### config.mk
export PLATFORM = sky130hd
export DESIGN_NAME = alu_muldiv_seq_flat
export DESIGN_NICKNAME = d
export VERILOG_FILES = /design/src/rtl/alu_muldiv_pkg.sv /design/src/rtl/alu_muldiv_seq_if.sv /design/src/rtl/muldiv_step.sv /design/src/rtl/alu_muldiv_seq.sv /design/src/flat_wrapper.sv
export SDC_FILE = /design/constraint.sdc
export NUM_CORES = 1
export LEC_CHECK = 0
export BUFFER_PORTS_ARGS = -buffer_cell sky130_fd_sc_hd__buf_2
export CAP_MARGIN = 40
export CORE_MARGIN = 3
export CORE_UTILIZATION = 55
export CTS_CLUSTER_SIZE = 20
export DETAILED_ROUTE_END_ITERATION = 6
export PLACE_DENSITY = 0.78
export SKIP_LAST_GASP = 1
export SYNTH_ARGS = -nofsm -noshare
export SYNTH_HDL_FRONTEND = slang
export SYNTH_SLANG_ARGS = --single-unit
### constraint.sdc
create_clock -name clk -period 3.27 [get_ports clk]
set_clock_uncertainty 0.2 [all_clocks]
set_input_delay 0.327 -clock clk [delete_from_list [all_inputs] [get_ports clk]]
set_output_delay 0.327 -clock clk [all_outputs]
set_load 0.1 [all_outputs]
### src/rtl/alu_muldiv_pkg.sv
// alu_muldiv_pkg: op and FSM encodings plus default width for the iterative mul/div unit
package alu_muldiv_pkg;
  localparam int DEF_WIDTH = 32;
  typedef enum logic [1:0] {OP_MUL = 2'b00, OP_MULH = 2'b01, OP_DIV = 2'b10, OP_REM = 2'b11} op_e;
  typedef enum logic [1:0] {IDLE = 2'b00, RUN = 2'b01, DONE = 2'b10} state_e;
endpackage

### src/rtl/alu_muldiv_seq_if.sv
// alu_muldiv_seq_if: start/busy/done request bus between the issuing stage and the mul/div unit
interface alu_muldiv_seq_if
  import alu_muldiv_pkg::*;
#(parameter int WIDTH = DEF_WIDTH);
  logic             start;
  logic [1:0]       op;
  logic             sgn;
  logic [WIDTH-1:0] a;
  logic [WIDTH-1:0] b;
  logic             busy;
  logic             done;
  logic [WIDTH-1:0] result;
  logic             div_zero;
  modport master(output start, op, sgn, a, b, input busy, done, result, div_zero);
  modport slave(input start, op, sgn, a, b, output busy, done, result, div_zero);
endinterface

### src/rtl/muldiv_step.sv
// muldiv_step: one shift-add multiply or restoring-divide iteration on the shared accumulator
module muldiv_step
  import alu_muldiv_pkg::*;
#(parameter int WIDTH = DEF_WIDTH) (
  input  logic               is_div,
  input  logic [2*WIDTH-1:0] acc,
  input  logic [WIDTH-1:0]   opnd,
  output logic [2*WIDTH-1:0] acc_next
);
  logic [WIDTH:0]   sum;
  logic [WIDTH:0]   sh;
  logic [WIDTH-1:0] diff;
  logic             ge;
  always_comb begin
    sum = {1'b0, acc[2*WIDTH-1:WIDTH]} + (acc[0] ? {1'b0, opnd} : '0);
    sh = {acc[2*WIDTH-1:WIDTH], acc[WIDTH-1]};
    ge = sh >= {1'b0, opnd};
    // the true difference is below opnd, so the low WIDTH bits are exact
    diff = sh[WIDTH-1:0] - opnd;
    acc_next = is_div ? {(ge ? diff : sh[WIDTH-1:0]), acc[WIDTH-2:0], ge}
                      : {sum, acc[WIDTH-1:1]};
  end
endmodule

### src/rtl/alu_muldiv_seq.sv
// alu_muldiv_seq: iterative mul/div feeding the ALU result mux; MULDIV_SIGNED_EN enables signed ops
module alu_muldiv_seq
  import alu_muldiv_pkg::*;
#(parameter int WIDTH = DEF_WIDTH) (
  input logic             clk,
  input logic             rst_n,
  alu_muldiv_seq_if.slave io
);
  localparam int CW = $clog2(WIDTH);
  state_e             state_q, state_d;
  logic [CW-1:0]      cnt_q, cnt_d;
  logic [1:0]         op_q, op_d;
  logic [WIDTH-1:0]   opnd_q, opnd_d;
  logic [2*WIDTH-1:0] acc_q, acc_d, acc_step;
  logic               neg_q, neg_d, rneg_q, rneg_d, dz_q, dz_d;
  logic [WIDTH-1:0]   res_q, res_d;
  logic               dzo_q, dzo_d, busy_q, busy_d, done_q, done_d;
  logic               a_neg, b_neg, accept, last;
  logic [WIDTH-1:0]   a_mag, b_mag, quo, rem;
  logic [2*WIDTH-1:0] prod;
`ifdef MULDIV_SIGNED_EN
  assign a_neg = io.sgn & io.a[WIDTH-1];
  assign b_neg = io.sgn & io.b[WIDTH-1];
`else
  assign a_neg = 1'b0;
  assign b_neg = 1'b0;
`endif
  assign a_mag = a_neg ? -io.a : io.a;
  assign b_mag = b_neg ? -io.b : io.b;
  assign accept = io.start & (state_q != RUN);
  assign last = (state_q == RUN) && (cnt_q == CW'(WIDTH - 1));
  muldiv_step #(.WIDTH(WIDTH)) u_step (
    .is_div  (op_q[1]),
    .acc     (acc_q),
    .opnd    (opnd_q),
    .acc_next(acc_step)
  );
  // magnitudes are iterated; signs are restored only when the result is captured
  assign prod = neg_q ? -acc_step : acc_step;
  assign quo = neg_q ? -acc_step[WIDTH-1:0] : acc_step[WIDTH-1:0];
  assign rem = rneg_q ? -acc_step[2*WIDTH-1:WIDTH] : acc_step[2*WIDTH-1:WIDTH];
  always_comb begin
    state_d = state_q;
    cnt_d = cnt_q;
    op_d = op_q;
    opnd_d = opnd_q;
    acc_d = acc_q;
    neg_d = neg_q;
    rneg_d = rneg_q;
    dz_d = dz_q;
    res_d = res_q;
    dzo_d = dzo_q;
    if (accept) begin
      state_d = RUN;
      cnt_d = '0;
      op_d = io.op;
      opnd_d = io.op[1] ? b_mag : a_mag;
      acc_d = {{WIDTH{1'b0}}, io.op[1] ? a_mag : b_mag};
      neg_d = a_neg ^ b_neg;
      rneg_d = a_neg;
      dz_d = io.op[1] & (io.b == '0);
    end else if (state_q == RUN) begin
      acc_d = acc_step;
      cnt_d = cnt_q + CW'(1);
      state_d = last ? DONE : RUN;
      res_d = !last ? res_q :
              op_q[1] ? (op_q[0] ? rem : (dz_q ? '1 : quo))
                      : (op_q[0] ? prod[2*WIDTH-1:WIDTH] : prod[WIDTH-1:0]);
      dzo_d = last ? dz_q : dzo_q;
    end else if (state_q == DONE) begin
      state_d = IDLE;
    end
    busy_d = state_d == RUN;
    done_d = state_d == DONE;
  end
  always_ff @(posedge clk or negedge rst_n) begin
    if (!rst_n) begin
      state_q <= IDLE;
      cnt_q <= '0;
      op_q <= '0;
      opnd_q <= '0;
      acc_q <= '0;
      neg_q <= 1'b0;
      rneg_q <= 1'b0;
      dz_q <= 1'b0;
      res_q <= '0;
      dzo_q <= 1'b0;
      busy_q <= 1'b0;
      done_q <= 1'b0;
    end else begin
      state_q <= state_d;
      cnt_q <= cnt_d;
      op_q <= op_d;
      opnd_q <= opnd_d;
      acc_q <= acc_d;
      neg_q <= neg_d;
      rneg_q <= rneg_d;
      dz_q <= dz_d;
      res_q <= res_d;
      dzo_q <= dzo_d;
      busy_q <= busy_d;
      done_q <= done_d;
    end
  end
  assign io.busy = busy_q;
  assign io.done = done_q;
  assign io.result = res_q;
  assign io.div_zero = dzo_q;
endmodule

### src/flat_wrapper.sv
// flat-port wrapper written by rule: the top's interface ports become plain ports
module alu_muldiv_seq_flat import alu_muldiv_pkg::*;
#(parameter int WIDTH = DEF_WIDTH)
  (clk, rst_n, io_start, io_op, io_sgn, io_a, io_b, io_busy, io_done, io_result, io_div_zero);
  alu_muldiv_seq_if #(.WIDTH(WIDTH)) io_i ();
  input logic clk;
  input logic rst_n;
  input wire logic [$bits(io_i.start)-1:0] io_start;
  input wire logic [$bits(io_i.op)-1:0] io_op;
  input wire logic [$bits(io_i.sgn)-1:0] io_sgn;
  input wire logic [$bits(io_i.a)-1:0] io_a;
  input wire logic [$bits(io_i.b)-1:0] io_b;
  output wire logic [$bits(io_i.busy)-1:0] io_busy;
  output wire logic [$bits(io_i.done)-1:0] io_done;
  output wire logic [$bits(io_i.result)-1:0] io_result;
  output wire logic [$bits(io_i.div_zero)-1:0] io_div_zero;
  assign io_i.start = io_start;
  assign io_i.op = io_op;
  assign io_i.sgn = io_sgn;
  assign io_i.a = io_a;
  assign io_i.b = io_b;
  assign io_busy = io_i.busy;
  assign io_done = io_i.done;
  assign io_result = io_i.result;
  assign io_div_zero = io_i.div_zero;
  alu_muldiv_seq #(.WIDTH(WIDTH)) u_core (.clk(clk), .rst_n(rst_n), .io(io_i));
endmodule
==> results of run 1 <==
flip-flops by register name (all words and copies together) (netlist names):
signal and count:
u_core.acc_q 64, u_core.io.result 32, u_core.opnd_q 32, u_core.cnt_q 5, u_core.op_q 2, u_core.state_q 2, u_core.dz_q 1, u_core.io.busy 1
u_core.io.div_zero 1, u_core.io.done 1
synthesized netlist by cell type, types with 3 or more instances:
| library cell | count |
|---|---|
| xor2_1 | 23 |
| o31ai_1 | 5 |
| or2_2 | 4 |
| buf_1 | 13 |
| a221oi_2 | 3 |
| mux2i_1 | 108 |
| o21a_1 | 10 |
| and3_1 | 17 |
| a211oi_1 | 10 |
| a21oi_1 | 79 |
| o21ai_1 | 8 |
| nand4_1 | 15 |
| a211o_1 | 5 |
| nor3_1 | 16 |
| nand2_1 | 141 |
| inv_1 | 47 |
| nor4_1 | 7 |
| and2_1 | 35 |
| o21bai_1 | 7 |
| a22o_1 | 8 |
| ha_1 | 66 |
| nand3_1 | 41 |
| or4_1 | 3 |
| a31oi_1 | 10 |
| o221a_2 | 4 |
| o211ai_1 | 41 |
| or3_1 | 8 |
| a31o_2 | 5 |
| nand2b_1 | 6 |
| a41oi_1 | 3 |
| a32o_1 | 4 |
| mux2_2 | 10 |
| nor2_1 | 81 |
| nor2b_1 | 4 |
| xnor2_1 | 25 |
| dfrtp_1 | 141 |
| a221oi_1 | 20 |
| a21o_1 | 37 |
| buf_2 | 10 |
| o21ai_0 | 134 |
| a221o_1 | 4 |
| clkbuf_1 | 54 |
metal layers:
metal  part of all wire, %  GRT usage [%]
met3                    13          10.73
met5                     0              0
met2                    44          55.92
met1                    38          52.03
met4                   4.7          13.36
final cells by class:
class / count / area share [%]
Sequential cell: 141 / 22.70
Inverter: 48 / 1.155
Tap cell: 265 / 2.125
Timing Repair Buffer: 359 / 17.02
Antenna cell: 1 / 0.01604
Clock buffer: 18 / 2.815
Multi-Input combinational cell: 1060 / 53.35
Clock inverter: 14 / 0.8099
worst max path at each step:
| stage | start | end | slack (ns) | depth (start not counted) |
|---|---|---|---|---|
| after CTS | u_core.acc_q[32] | u_core.io.result[25] | -0.07 | 13 |
| final | u_core.acc_q[0] | u_core.io.result[25] | -0.30 | 16 |
| after floorplan | u_core.acc_q[0] | u_core.io.result[31] | 0.07 | 12 |
| after detailed placement | u_core.acc_q[0] | u_core.io.result[29] | -0.24 | 14 |
| after global routing | u_core.acc_q[0] | u_core.io.result[29] | -0.35 | 16 |
| after global placement | u_core.acc_q[0] | u_core.io.result[31] | -0.21 | 14 |
through the flow:
stage          util [%]  TNS, ns  instances
4_1_cts           75.09  -0.3088       1879
3_5_place_dp      67.41   -4.899       1811
3_3_place_gp      67.41   -2.622       1811
5_1_grt           78.86   -9.466       1905
2_1_floorplan         -        0       1328
6_report          78.87   -5.289       1906
critical path, stage by stage, from the launching register on:
cell      delay, ns
dfrtp_2        0.45
buf_6          0.15
and2_4         0.14
ha_4           0.24
buf_6          0.12
a211o_1        0.29
a31o_4         0.22
a211oi_2       0.18
buf_4          0.18
o31ai_4        0.08
o21ai_1        0.22
buf_4          0.20
o21ai_2        0.07
xnor2_1        0.17
buf_4          0.17
nand3_2        0.07
a32o_1         0.27
what timing repair did:
item | CTS | global route
pin swaps | 68 | 79
buffers inserted | 32 | 26
hold endpoints to repair | 68 | 0
cloned | 3 | 0
resized for setup | 120 | 121
hold buffers | 3 | 0
endpoints found under the setup margin | 57 | 64
logic make-up (layout without fill, tap and decap cells):
logic type,count (synthesis),count (layout)
other,0,1
and+or+nand+nor,392,393
xor gates and xnor gates,48,48
DFF,141,141
adders and majority gates,68,68
AOI/OAI and AO/OA,431,431
muxes,120,120
buffers and inverters,128,439
==> reports/results.txt, run 1 <==
Min cycle time layout -> 3.566 ns
Worst setup SP type -> flip-flop
Area of the multi-input gates -> 0.008324 sq mm
Worst skew pair latency -> 0.44 ns
# IOs -> 105
Largest net degree at the start of global routing -> 69
Worst slew margin -> 45.14%
Final Cycle Share -> 109.0%
Fmax -> 280.5 MHz
Synth Area in Adders -> 7.675%
CP Capture Type -> flip-flop
Avg Inst Size Synth -> 8.495 sq um
Clock slew at reported path FFs -> 0.07 ns
Hold WS -> 0.01481 ns
Largest family of logic cells by synthesized area -> compound AO/OA/AOI/OAI gates
Most frequent cells in the layout -> buf_4, nand2_1, dfrtp_1, o21ai_0, mux2i_1
Area grow syn2layout -> 38.31%
Synth warnings -> 0
Total CTS buffers -> 17
Fraction of registers with async set/reset -> 100.0%
Antenna violations before repair -> 2
H-tree levels -> 4
Die Y -> 149.2 um
First-pass iteration count of the detailed router -> 6
Share of layout cells above drive strength 1 -> 35.24%
Routed WL -> 44.58 mm
Min-Delay Endpoint -> u_core.opnd_q[3]
Post-route cell area -> 0.01560 sq mm
Global-route wire length before repair -> 65.15 mm
Root buffer cell -> clkbuf_16
Cell Rows -> 51
RR Endpoint -> u_core.io.result[25]
Slew @ Worst Pin -> 0.8220 ns
Via/cell ratio -> 6.639
CTS tree -> yes
Hold Path Class -> in -> reg
Critical Path AT -> 3.68 ns
Xor/xnor cell area share of the yosys netlist -> 3.727%
Layout fillers -> 1181
CTS sink count -> 141
1st-iter DRT viols -> 1576
Gr usage total -> 37.42%
Post-DP HPWL -> 29.11 mm
Pre-CTS setup slack -> -0.2444 ns
Post-synthesis net count -> 1466
Starting Density -> 57.03%
Area share of the largest cell type after synthesis -> 31.28%
Final worst slack -> -0.2956 ns
Worst-case reg-to-reg path depth -> 16
Ranking of synthesized cells by area -> dfrtp_1, mux2i_1, ha_1, o21ai_0, nand2_1
Critical hold path startpoint -> io_a[3]
Die W -> 149.2 um
Die area -> 0.02227 sq mm
Post-synthesis sequential area ratio -> 31.28%
Unrepaired setup endpoints after global routing -> true
Post-DRT Antenna Nets -> 0
Cells after Synth -> 1328
Longest Clk Path Bufs -> 2
Simple-gate share of the synthesized area -> 16.61%
Fin. Hold Viols -> 0
FF-to-FF Start -> u_core.acc_q[0]
GPL Wtd Cong -> 1.025
Mapped cell area -> 0.01128 sq mm
Most common cell after layout, fill and taps aside -> buf_4
# Max-Cap Violations -> 0
CP Class -> reg -> reg
Nets -> 1765
Yosys top cell by area -> dfrtp_1
Worst-path fanout max -> 5
Failing checks -> setup timing
Compound-Gate Fraction of Synth Area -> 25.41%
Post-place instance area -> 0.01334 sq mm
Final Slew Violations -> 0
DR DRC count -> 0
# port buffers -> 103
Vias in the first global route -> 11720
Gr ovfl total -> 0
Unique masters post-synth -> 82
Post-synth EDFFs -> 0
Status -> finished, violations left
Via count -> 12650
Synth Register Bits -> 141
Mux share of post-synthesis cell area -> 10.78%
WL/cell -> 23.39 um
Placeable Area -> 0.01978 sq mm
Req. time, crit path -> 3.39 ns
R2R Setup Slk -> -0.30 ns
Worst Hold Depth -> 3
Setup violators final -> 54
Ys flop type -> dfrtp_1
Reg area -> 0.003542 sq mm
Power of run 1 is left out: the tool's default activity adds up to more than one toggle a clock period on the data nets, which glitch-free logic cannot reach.
==> run 2: changes to the inputs <==
- CELL_PAD_IN_SITES_DETAIL_PLACEMENT: unset -> 0
- CELL_PAD_IN_SITES_GLOBAL_PLACEMENT: unset -> 1
- CORE_UTILIZATION: 55 -> 42
- HOLD_SLACK_MARGIN: unset -> 0.12
- PLACE_DENSITY: 0.78 -> unset
- PLACE_DENSITY_LB_ADDON: unset -> 0.1
- SYNTH_HIERARCHICAL: unset -> 1
==> reports/results.txt, run 2 <==
Area share of the largest cell type after synthesis -> 30.98% (-0.30 points)
Total CTS buffers -> 17 (unchanged)
Fin. Hold Viols -> 0 (unchanged)
Post-synthesis sequential area ratio -> 30.98% (-0.30 points)
Worst Hold Depth -> 4 (+1)
Synth warnings -> 6 (+6)
Routed WL -> 43.20 mm (-3.1%)
Via count -> 12070 (-4.6%)
Most flop-heavy register -> u_core/acc_q
CP Class -> reg -> reg
Ranking of synthesized cells by area -> dfrtp_1, ha_1, mux2i_1, nand2_1, a21oi_1
CP Capture Type -> flip-flop
Unrepaired setup endpoints after global routing -> true
CP cell instances -> buf_4, and2_4, ha_4, fa_2, a211oi_2, o211ai_1, and2_4, a21oi_4, a311oi_4, a221oi_2, xor2_1, a22oi_2, o22ai_1, o21ai_0
Layout fillers -> 2211 (+87%)
Die Y -> 170.7 um (+14%)
H-tree levels -> 4 (unchanged)
Setup violators final -> 37 (-31%)
1st-iter DRT viols -> 979 (-38%)
Root buffer cell -> clkbuf_16
Synth Register Bits -> 141 (unchanged)
Cell Rows -> 59 (+16%)
Longest Clk Path Bufs -> 2 (unchanged)
Inst Count DP -> 1984 (+9.6%)
Synth cell count leaders -> nand2_1, dfrtp_1, a21oi_1
Hold Path Class -> in -> reg
Worst-path fanout max -> 3 (-2)
Share of layout cells above drive strength 1 -> 38.17% (+2.9 points)
Fraction of registers with async set/reset -> 100.0% (unchanged)
Worst-case reg-to-reg path depth -> 14 (-2)
Area grow syn2layout -> 48.39%
Failing checks -> setup timing
Mapped cell area -> 0.01139 sq mm (+0.96%)
Req. time, crit path -> 3.36 ns (-0.03 ns)
Unique masters post-synth -> 76 (-7.3%)
Nets -> 1896 (+7.4%)
Status -> finished, violations left
Critical Path Max Stage Delay -> 0.42 ns (-0.03 ns)
Min cycle time layout -> 3.499 ns (-0.06625 ns)
Post-synthesis net count -> 1493 (+1.8%)
CTS sink count -> 141 (unchanged)
Reg area -> 0.003532 sq mm (-0.28%)
Slew @ Worst Pin -> 0.9816 ns (+0.1596 ns)
R2R Setup Slk -> -0.23 ns (+0.07 ns)
Count leader, synth -> nand2_1
Post-DP HPWL -> 31.32 mm (+7.6%)
Cells after Synth -> 1355 (+2.0%)
Area of the multi-input gates -> 0.008533 sq mm (+2.5%)
Via/cell ratio -> 5.729 (-14%)
Post-synth EDFFs -> 0 (unchanged)
Worst slew margin -> 34.49% (-11 points)
Final Cycle Share -> 107.0% (-2.0 points)
Starting Density -> 43.22% (-14 points)
First-pass iteration count of the detailed router -> 5 (-1)
Final worst slack -> -0.2294 ns (+0.06625 ns)
WL/cell -> 20.51 um (-12%)
Layout Cells excl Fill -> 2106 (+10%)
Ys flop type -> dfrtp_1
Avg Inst Size Synth -> 8.406 sq um (-1.0%)
Most common cell after layout, fill and taps aside -> buf_4
GPL Wtd Cong -> 0.9178 (-10%)
Gr ovfl total -> 0 (unchanged)
Vias in the first global route -> 11740 (+0.15%)
Worst skew pair latency -> 0.43 ns (about the same)
Die W -> 170.7 um (+14%)
Worst setup SP type -> flip-flop
Clock slew at reported path FFs -> 0.07 ns (about the same)
CTS tree -> yes
Placeable Area -> 0.02635 sq mm (+33%)
# port buffers -> 103 (unchanged)
Most frequent cells in the layout -> buf_4, nand2_1, dfrtp_1, buf_2, a21oi_1
Post-DRT Antenna Nets -> 0 (unchanged)
Die area -> 0.02913 sq mm (+31%)
Final Slew Violations -> 0 (unchanged)
Worst path top cell family by delay -> compound AO/OA/AOI/OAI gates
Hold WS -> 0.1349 ns (+0.1200 ns)
Critical path's slowest cell -> fa_2
Number of cells on the critical path -> 14 (-2)
Fmax -> 285.8 MHz (+1.9%)
Bufs and invs on worst path -> 1 (-4)
Largest net degree at the start of global routing -> 81 (+17%)
Yosys top cell by area -> dfrtp_1
Antenna violations before repair -> 1 (-1)
DR DRC count -> 0 (unchanged)
# Max-Cap Violations -> 0 (unchanged)
Critical Path AT -> 3.59 ns (-0.09 ns)
Inserted Diodes -> 0 (-1)
Max reg flops -> 64 (unchanged)
Worst path most repeated cell -> and2_4
Global-route wire length before repair -> 66.03 mm (+1.4%)
Gr usage total -> 28.91% (-8.5 points)
# IOs -> 105 (unchanged)
-- run 2: layer usage --
metal | vias to the layer above | global-route usage, % | share of wire (%)
li1 | 5749 | - | -
met1 | 5823 | 44.23 | 48
met2 | 447 | 42.74 | 43
met3 | 47 | 4.852 | 7.4
met4 | 0 | 6.173 | 1.5
met5 | - | 0 | 0
-- run 2: final timing paths --
path | start | endpoint
worst max register to register | u_core/opnd_q[0] | u_core/io.result[25]
worst min-delay path | io_start | u_core/opnd_q[31]
max in group asynchronous | rst_n | u_core/opnd_q[9]
worst min register to register | u_core/io.result[2] | u_core/io.result[2]
worst max-delay path | u_core/opnd_q[0] | u_core/io.result[25]
min in group asynchronous | rst_n | u_core/state_q[0]
-- run 2: area by class of cell --
class | count | area share (%)
sequential | 141 | 20.90
clock buffer | 18 | 2.539
multi-input combinational | 1082 | 50.49
timing repair buffer | 469 | 21.63
tap | 335 | 2.480
inverter | 47 | 1.044
clock inverter | 14 | 0.9180
-- run 2: metrics by stage --
stage | util [%] | instance area [sq um] | setup WS (ns) | setup TNS, ns
after floorplan | - | 11400 | -0.003145 | -0.003145
after global placement | 53.23 | 14030 | -0.5078 | -8.085
after global routing | 64.13 | 16900 | -0.3692 | -8.478
after detailed placement | 53.47 | 14090 | -0.5212 | -10.05
after CTS | 60.65 | 15980 | -0.2637 | -4.387
final | 64.13 | 16900 | -0.2294 | -3.737
-- run 2: what timing repair did --
action / in CTS / in global routing
hold endpoints to repair: 87 / 0
pin swaps: 60 / 87
gates cloned: 0 / 1
setup endpoints to repair: 53 / 62
hold buffers: 61 / 0
gates resized for setup: 123 / 179
buffers inserted: 21 / 16
-- run 2: kinds of logic after synthesis --
family | Yosys count | synth area share, %
compound gates | 447 | 24.93
xor+xnor | 47 | 3.614
fa+ha+maj | 68 | 7.602
buf+inv | 132 | 5.734
flops | 141 | 30.98
mux | 112 | 10.23
simple gates | 408 | 16.92
-- run 2: worst register-to-register path: cells and delay by family (launching register included) --
kind | cells | cell delay (ns)
buf+inv | 1 | 0.14
fa+ha+maj | 2 | 0.58
compound gates | 8 | 1.50
flops | 1 | 0.37
simple gates | 2 | 0.33
xor+xnor | 1 | 0.25
Power of run 2 is left out for the same reason.
